--- config.mk ---
export PLATFORM = sky130hd
export DESIGN_NAME = rb_access_arbiter
export DESIGN_NICKNAME = d
export VERILOG_FILES = /design/src/rtl/rb_access_arbiter.sv
export SDC_FILE = /design/constraint.sdc
export NUM_CORES = 1
export LEC_CHECK = 0
export CORE_MARGIN = 2
export CORE_UTILIZATION = 29
export CTS_BUF_LIST = sky130_fd_sc_hd__clkbuf_16
export CTS_CLUSTER_DIAMETER = 30
export DETAILED_ROUTE_END_ITERATION = 6
export GPL_ROUTABILITY_DRIVEN = 0
export GPL_TIMING_DRIVEN = 0
export HOLD_SLACK_MARGIN = 0.15
export PLACE_DENSITY = 0.64
export SLEW_MARGIN = 30
export SYNTH_ARGS = -nofsm -noshare
export SYNTH_HDL_FRONTEND = slang
export SYNTH_SLANG_ARGS = --single-unit
export TNS_END_PERCENT = 20
--- constraint.sdc ---
create_clock -name clk -period 3 [get_ports clk]
set_input_delay 0.6 -clock clk [delete_from_list [all_inputs] [get_ports clk]]
set_output_delay 0.6 -clock clk [all_outputs]
set_load 0.03 [all_outputs]
--- src/rtl/rb_access_arbiter.sv ---
// rb_access_arbiter
// Shares the single-port register bank between the receive engine (writer)
// and the transmit engine (reader). All accesses are strictly sequential:
// an IDLE arbitration cycle, then a 1-cycle write or a 2-cycle read
// (address cycle + capture cycle). Every output, including the RB pins, is
// registered.

`timescale 1ns/1ps

module rb_access_arbiter #(
  parameter int AW = 3,
  parameter int DW = 18
) (
  input  logic          clk,
  input  logic          rst,
  input  logic          prio_wr,
  input  logic          wr_req,
  input  logic [AW-1:0] wr_addr,
  input  logic [DW-1:0] wr_data,
  output logic          wr_gnt,
  input  logic          rd_req,
  input  logic [AW-1:0] rd_addr,
  output logic          rd_valid,
  output logic [DW-1:0] rd_data,
  output logic          RB_RW,
  output logic [AW-1:0] RB_A,
  output logic [DW-1:0] RB_D,
  input  logic [DW-1:0] RB_Q
);

  typedef enum logic [1:0] {
    S_IDLE   = 2'd0,
    S_WR     = 2'd1,
    S_RD     = 2'd2,
    S_RD_CAP = 2'd3
  } state_t;

  // Registered state and outputs
  state_t        r_state;
  logic          r_last_wr;   // 1: last served access was a write
  logic          r_rb_rw;
  logic [AW-1:0] r_rb_a;
  logic [DW-1:0] r_rb_d;
  logic          r_wr_gnt;
  logic          r_rd_valid;
  logic [DW-1:0] r_rd_data;

  // Next-state values
  state_t        w_state_nxt;
  logic          w_last_wr_nxt;
  logic          w_rb_rw_nxt;
  logic [AW-1:0] w_rb_a_nxt;
  logic [DW-1:0] w_rb_d_nxt;
  logic          w_wr_gnt_nxt;
  logic          w_rd_valid_nxt;
  logic [DW-1:0] w_rd_data_nxt;
  logic          w_grant_wr;

  // Write wins when alone, under fixed write priority, or when round-robin
  // says the reader was served last. Reset leaves last=RD, so the first
  // contention after reset goes to the writer.
  assign w_grant_wr = wr_req && (!rd_req || prio_wr || !r_last_wr);

  // State register and registered outputs
  always_ff @(posedge clk or posedge rst) begin
    // NOTE: every sequential assignment is non-blocking so all registers
    // update together from values computed in the previous cycle.
    if (rst) begin
      r_state    <= S_IDLE;
      r_last_wr  <= 1'b0;
      r_rb_rw    <= 1'b1;
      r_rb_a     <= '0;
      r_rb_d     <= '0;
      r_wr_gnt   <= 1'b0;
      r_rd_valid <= 1'b0;
      r_rd_data  <= '0;
    end else begin
      r_state    <= w_state_nxt;
      r_last_wr  <= w_last_wr_nxt;
      r_rb_rw    <= w_rb_rw_nxt;
      r_rb_a     <= w_rb_a_nxt;
      r_rb_d     <= w_rb_d_nxt;
      r_wr_gnt   <= w_wr_gnt_nxt;
      r_rd_valid <= w_rd_valid_nxt;
      r_rd_data  <= w_rd_data_nxt;
    end
  end

  // Arbitration, access sequencing and next values of the registered outputs
  always_comb begin
    // NOTE: every signal gets a default before the case so no path leaves
    // one unassigned, which would infer a latch.
    w_state_nxt    = r_state;
    w_last_wr_nxt  = r_last_wr;
    w_rb_rw_nxt    = 1'b1;        // RB rests in read mode outside WR
    w_rb_a_nxt     = r_rb_a;      // address/data hold between accesses
    w_rb_d_nxt     = r_rb_d;
    w_wr_gnt_nxt   = 1'b0;
    w_rd_valid_nxt = 1'b0;
    w_rd_data_nxt  = r_rd_data;   // read data held until the next valid

    unique case (r_state)
      S_IDLE: begin
        // The edge ending IDLE is the only point where requests are seen;
        // `last` is recorded here since a started access always completes
        // unless reset, which clears it anyway.
        if (w_grant_wr) begin
          w_state_nxt   = S_WR;
          w_rb_rw_nxt   = 1'b0;
          w_rb_a_nxt    = wr_addr;
          w_rb_d_nxt    = wr_data;
          w_wr_gnt_nxt  = 1'b1;
          w_last_wr_nxt = 1'b1;
        end else if (rd_req) begin
          w_state_nxt   = S_RD;
          w_rb_a_nxt    = rd_addr;
          w_last_wr_nxt = 1'b0;
        end
      end
      S_WR: begin
        // RB commits the write at the edge ending this cycle.
        w_state_nxt = S_IDLE;
      end
      S_RD: begin
        // RB_Q reflects RB_A during this cycle; capture it at the closing edge.
        w_state_nxt    = S_RD_CAP;
        w_rd_data_nxt  = RB_Q;
        w_rd_valid_nxt = 1'b1;
      end
      S_RD_CAP: begin
        w_state_nxt = S_IDLE;
      end
      default: begin
        w_state_nxt = S_IDLE;
      end
    endcase
  end

  assign wr_gnt   = r_wr_gnt;
  assign rd_valid = r_rd_valid;
  assign rd_data  = r_rd_data;
  assign RB_RW    = r_rb_rw;
  assign RB_A     = r_rb_a;
  assign RB_D     = r_rb_d;

endmodule

==> summary.txt, run 1 <==
Synth
  • Syn Nets: 159
  • Synthesized instance count: 112
  • Syn Std Cell Area: roughly 1800 sq um
  • Yosys cell types: 18
  • Syn. warnings: 0
  • Synthesized flop and latch total: 45
  • Seq/Total Area, Yosys: 62.53%
  • Syn Area/Cell: 16.10 sq um

Critical path
  • R2r worst-path depth: 3
  • Type of origin of the critical path: register
  • WP buf/inv: 1
  • Crit-path cells: clkdlybuf4s50_1
  • CP Depth: 1
  • R2R setup slack: 1.56 ns
  • Worst r2r dst: rd_data[0]
  • Critical path data required time: 2.40 ns
  • Crit path DAT: roughly 1.5 ns
  • Crit Path Max Fanout: 1
  • Delay-heaviest family, CP: buffers and inverters
  • Slowest-stage cell, CP: clkdlybuf4s50_1
  • WS Path Type: reg -> out
  • Reg2reg start: r_state[0]
  • CP max stage delay: 0.66 ns
  • Setup crit end kind: primary output
  • Worst Setup SP: RB_RW
  • Critical path destination: RB_RW

Global routing
  • Initial antenna violation count: 0
  • First-pass GRT wire length: between 6000 and 7000 um
  • Largest net degree at the start of global routing: 24
  • Gr usage total: 12.28%
  • Vias in the first global route: 1,316
  • Total grt overflow: 0

Cells and area
  • Area Growth Syn to Fin: 64.82%
  • Final net count: roughly 260
  • Most common cell after layout, fill and taps aside: clkdlybuf4s50_1
  • Most frequent cells in the layout: 88 x clkdlybuf4s50_1, 44 x dfrtp_1, 20 x mux2_2
  • # diodes: 0
  • Share of post-route cells with drive strength above 1: 25.84%
  • Final core utilization: 49.90%
  • Finished Layout Cells: 284
  • Final instance area: 2972 sq um

Die
  • Initial Util: a little under a third
  • Core Region: 5956 sq um
  • Die Ht: 82.85 um
  • Horiz. Die Dim: ~83 um
  • Die area: 6864 sq um
  • Rows: 28
  • Ports: 89

STA
  • Fmax: 488.2 MHz
  • Final Max Tran Viols: 0
  • Setup TNS: 0 ns
  • Final period util: 68.27%
  • Slew margin rel.: 64.05%
  • Final setup margin: ~0.95 ns
  • Worst Clk Skew: 0.002078 ns
  • Hold Vio Cnt, Final: 0
  • Post-route minimum period: 2.048 ns
  • Slew @ Worst Pin: 0.5385 ns
  • Final setup fails: 0
  • RSZ-0062 raised after global routing: false

Job
  • Max-cap violations: 0

Outcome
  • Outcome: completed

Place
  • Placed cell area: around 2800 sq um
  • Placed insts: 276
  • Post-DP HPWL: between 2000 and 3000 um
  • Pre-CTS WS: between 0.8 and 0.9 ns
  • Buffers on Ports: 88

Detailed routing
  • DRC: 0
  • DRT iter0 DRCs: 37
  • Drt pass-1 iters: 4
  • Total number of vias: 1,223
  • Post-route ant nets: 0
  • Avg WL per Cell: 13.60 um
  • WL final: 3863 um
  • Via density: 4.306

Pwr
  • Power per cell area: ~1200 nW/um^2
  • Worst vdd ir: 588.4 uV
  • Internal Pwr Total: 2.248 mW
  • Clock Power Share: 16.9%
  • Comb power frac: between 50% and 60%
  • Flop pwr share: 30.3%
  • P_sw: 1.321 mW
  • P_leak: 1.278 nW
  • Sw Share: 37.02%

Clock tree
  • Hold_buf cts: 0
  • Clock-pin slew on the worst setup and hold paths: ~0.060 ns
  • CTS root buffer: clkbuf_16
  • Setup bufs post-CTS: 0
  • CTS resizes: 0
  • CTS Sinks: 45
  • CTS Buf Count: 5
  • CTS H-tree depth: 2
  • Clock Path Buffers: 2
  • CTS tree: yes
  • Clock insertion delay at the later pin of the skew report: approximately 0.28 ns

Hold path
  • Hold crit path type: reg -> reg
stage by stage:
step	hold slack, ns	power [mW]
floorplan	0.5312	2.241
global placement	0.4884	2.964
detailed placement	0.4931	2.998
CTS	0.5079	3.618
global route	0.5169	3.766
finish	0.5046	3.570
flip-flops by register name, indices dropped and copies added, names as in the netlist:
| name | flops |
|---|---|
| RB_A | 3 |
| RB_D | 18 |
| RB_RW | 1 |
| r_last_wr | 1 |
| r_state | 2 |
| rd_data | 18 |
| rd_valid | 1 |
| wr_gnt | 1 |
cell families after synthesis:
| group | Yosys count | synth area share (%) |
|---|---|---|
| compound gates | 13 | 4.094 |
| buf+inv | 7 | 2.706 |
| flops | 45 | 62.53 |
| mux | 36 | 25.82 |
| simple gates | 11 | 4.858 |
layout make-up:
cell class / instances / area, sq um
Tap cell: 75 / 93.84
Fill cell: 555 / 2984
Timing Repair Buffer: 89 / 908.4
Sequential cell: 45 / 1127
Buffer: 3 / 33.78
Multi-Input combinational cell: 60 / 626.9
Inverter: 4 / 15.01
Clock inverter: 3 / 41.29
Clock buffer: 5 / 125.1
power groups by stage:
stage	Combinational, mW	Sequential [mW]	Clock [mW]
floorplan	0.582	1.66	0
global placement	1.88	1.08	0
detailed placement	1.91	1.09	0
CTS	1.91	1.09	0.623
global route	1.98	1.13	0.655
finish	1.88	1.08	0.604
worst min-delay path by stage:
stage                      from           to  depth (start not counted)
floorplan            r_state[0]   r_state[1]                          1
global placement    rd_data[16]  rd_data[16]                          1
detailed placement      RB_D[8]      RB_D[8]                          1
CTS                 rd_data[16]  rd_data[16]                          1
global route         rd_data[7]   rd_data[7]                          1
finish              rd_data[16]  rd_data[16]                          1
per-layer routing:
layer	global-route usage [%]	up-vias	share of wire [%]
met1	16.20	573	47
met2	18.91	62	45
met3	4.573	4	6.8
met5	0	-	0
li1	-	584	-
met4	3.577	0	1.0
cell usage after synthesis (all sizes together):
master / number / area [sq um]
and3b: 1 / 8.760
dfstp: 1 / 26.28
nor2: 2 / 22.52
a21bo: 1 / 10.01
dfrtp: 44 / 1101
o21ai: 5 / 25.02
or2: 1 / 6.260
inv: 4 / 15.01
and2: 1 / 6.260
nand3b: 1 / 7.510
nand2: 1 / 3.750
mux2: 36 / 465.5
a31oi: 3 / 18.77
buf: 3 / 33.78
a21oi: 4 / 20.02
nand3: 4 / 32.53
No activity file was read; power rests on OpenSTA's default activity.
==> run 2, diff against run 1 <==
- clock period: 3 -> 2.1 ns (I/O delays scaled with it)
==> results of run 2 <==
Same layout as run 1 (identical final DEF). Status: completed.
Among the figures that moved: setup slack after placement 0.8559 ns -> 0.1359 ns; setup slack after layout 0.9518 ns -> 0.2318 ns; register-to-register setup slack 1.56 ns -> 0.66 ns; total power 3.570 mW -> 5.099 mW; worst IR drop on VDD 588.4 uV -> 840.5 uV
==> run 3, diff against run 2 <==
- CAP_MARGIN: default -> 20
==> results of run 3 <==
Same layout as run 1 (identical final DEF). Status: completed.
Among the figures that moved: setup slack after placement 0.8559 ns -> 0.1359 ns; setup slack after layout 0.9518 ns -> 0.2318 ns; register-to-register setup slack 1.56 ns -> 0.66 ns; total power 3.570 mW -> 5.099 mW; worst IR drop on VDD 588.4 uV -> 840.5 uV
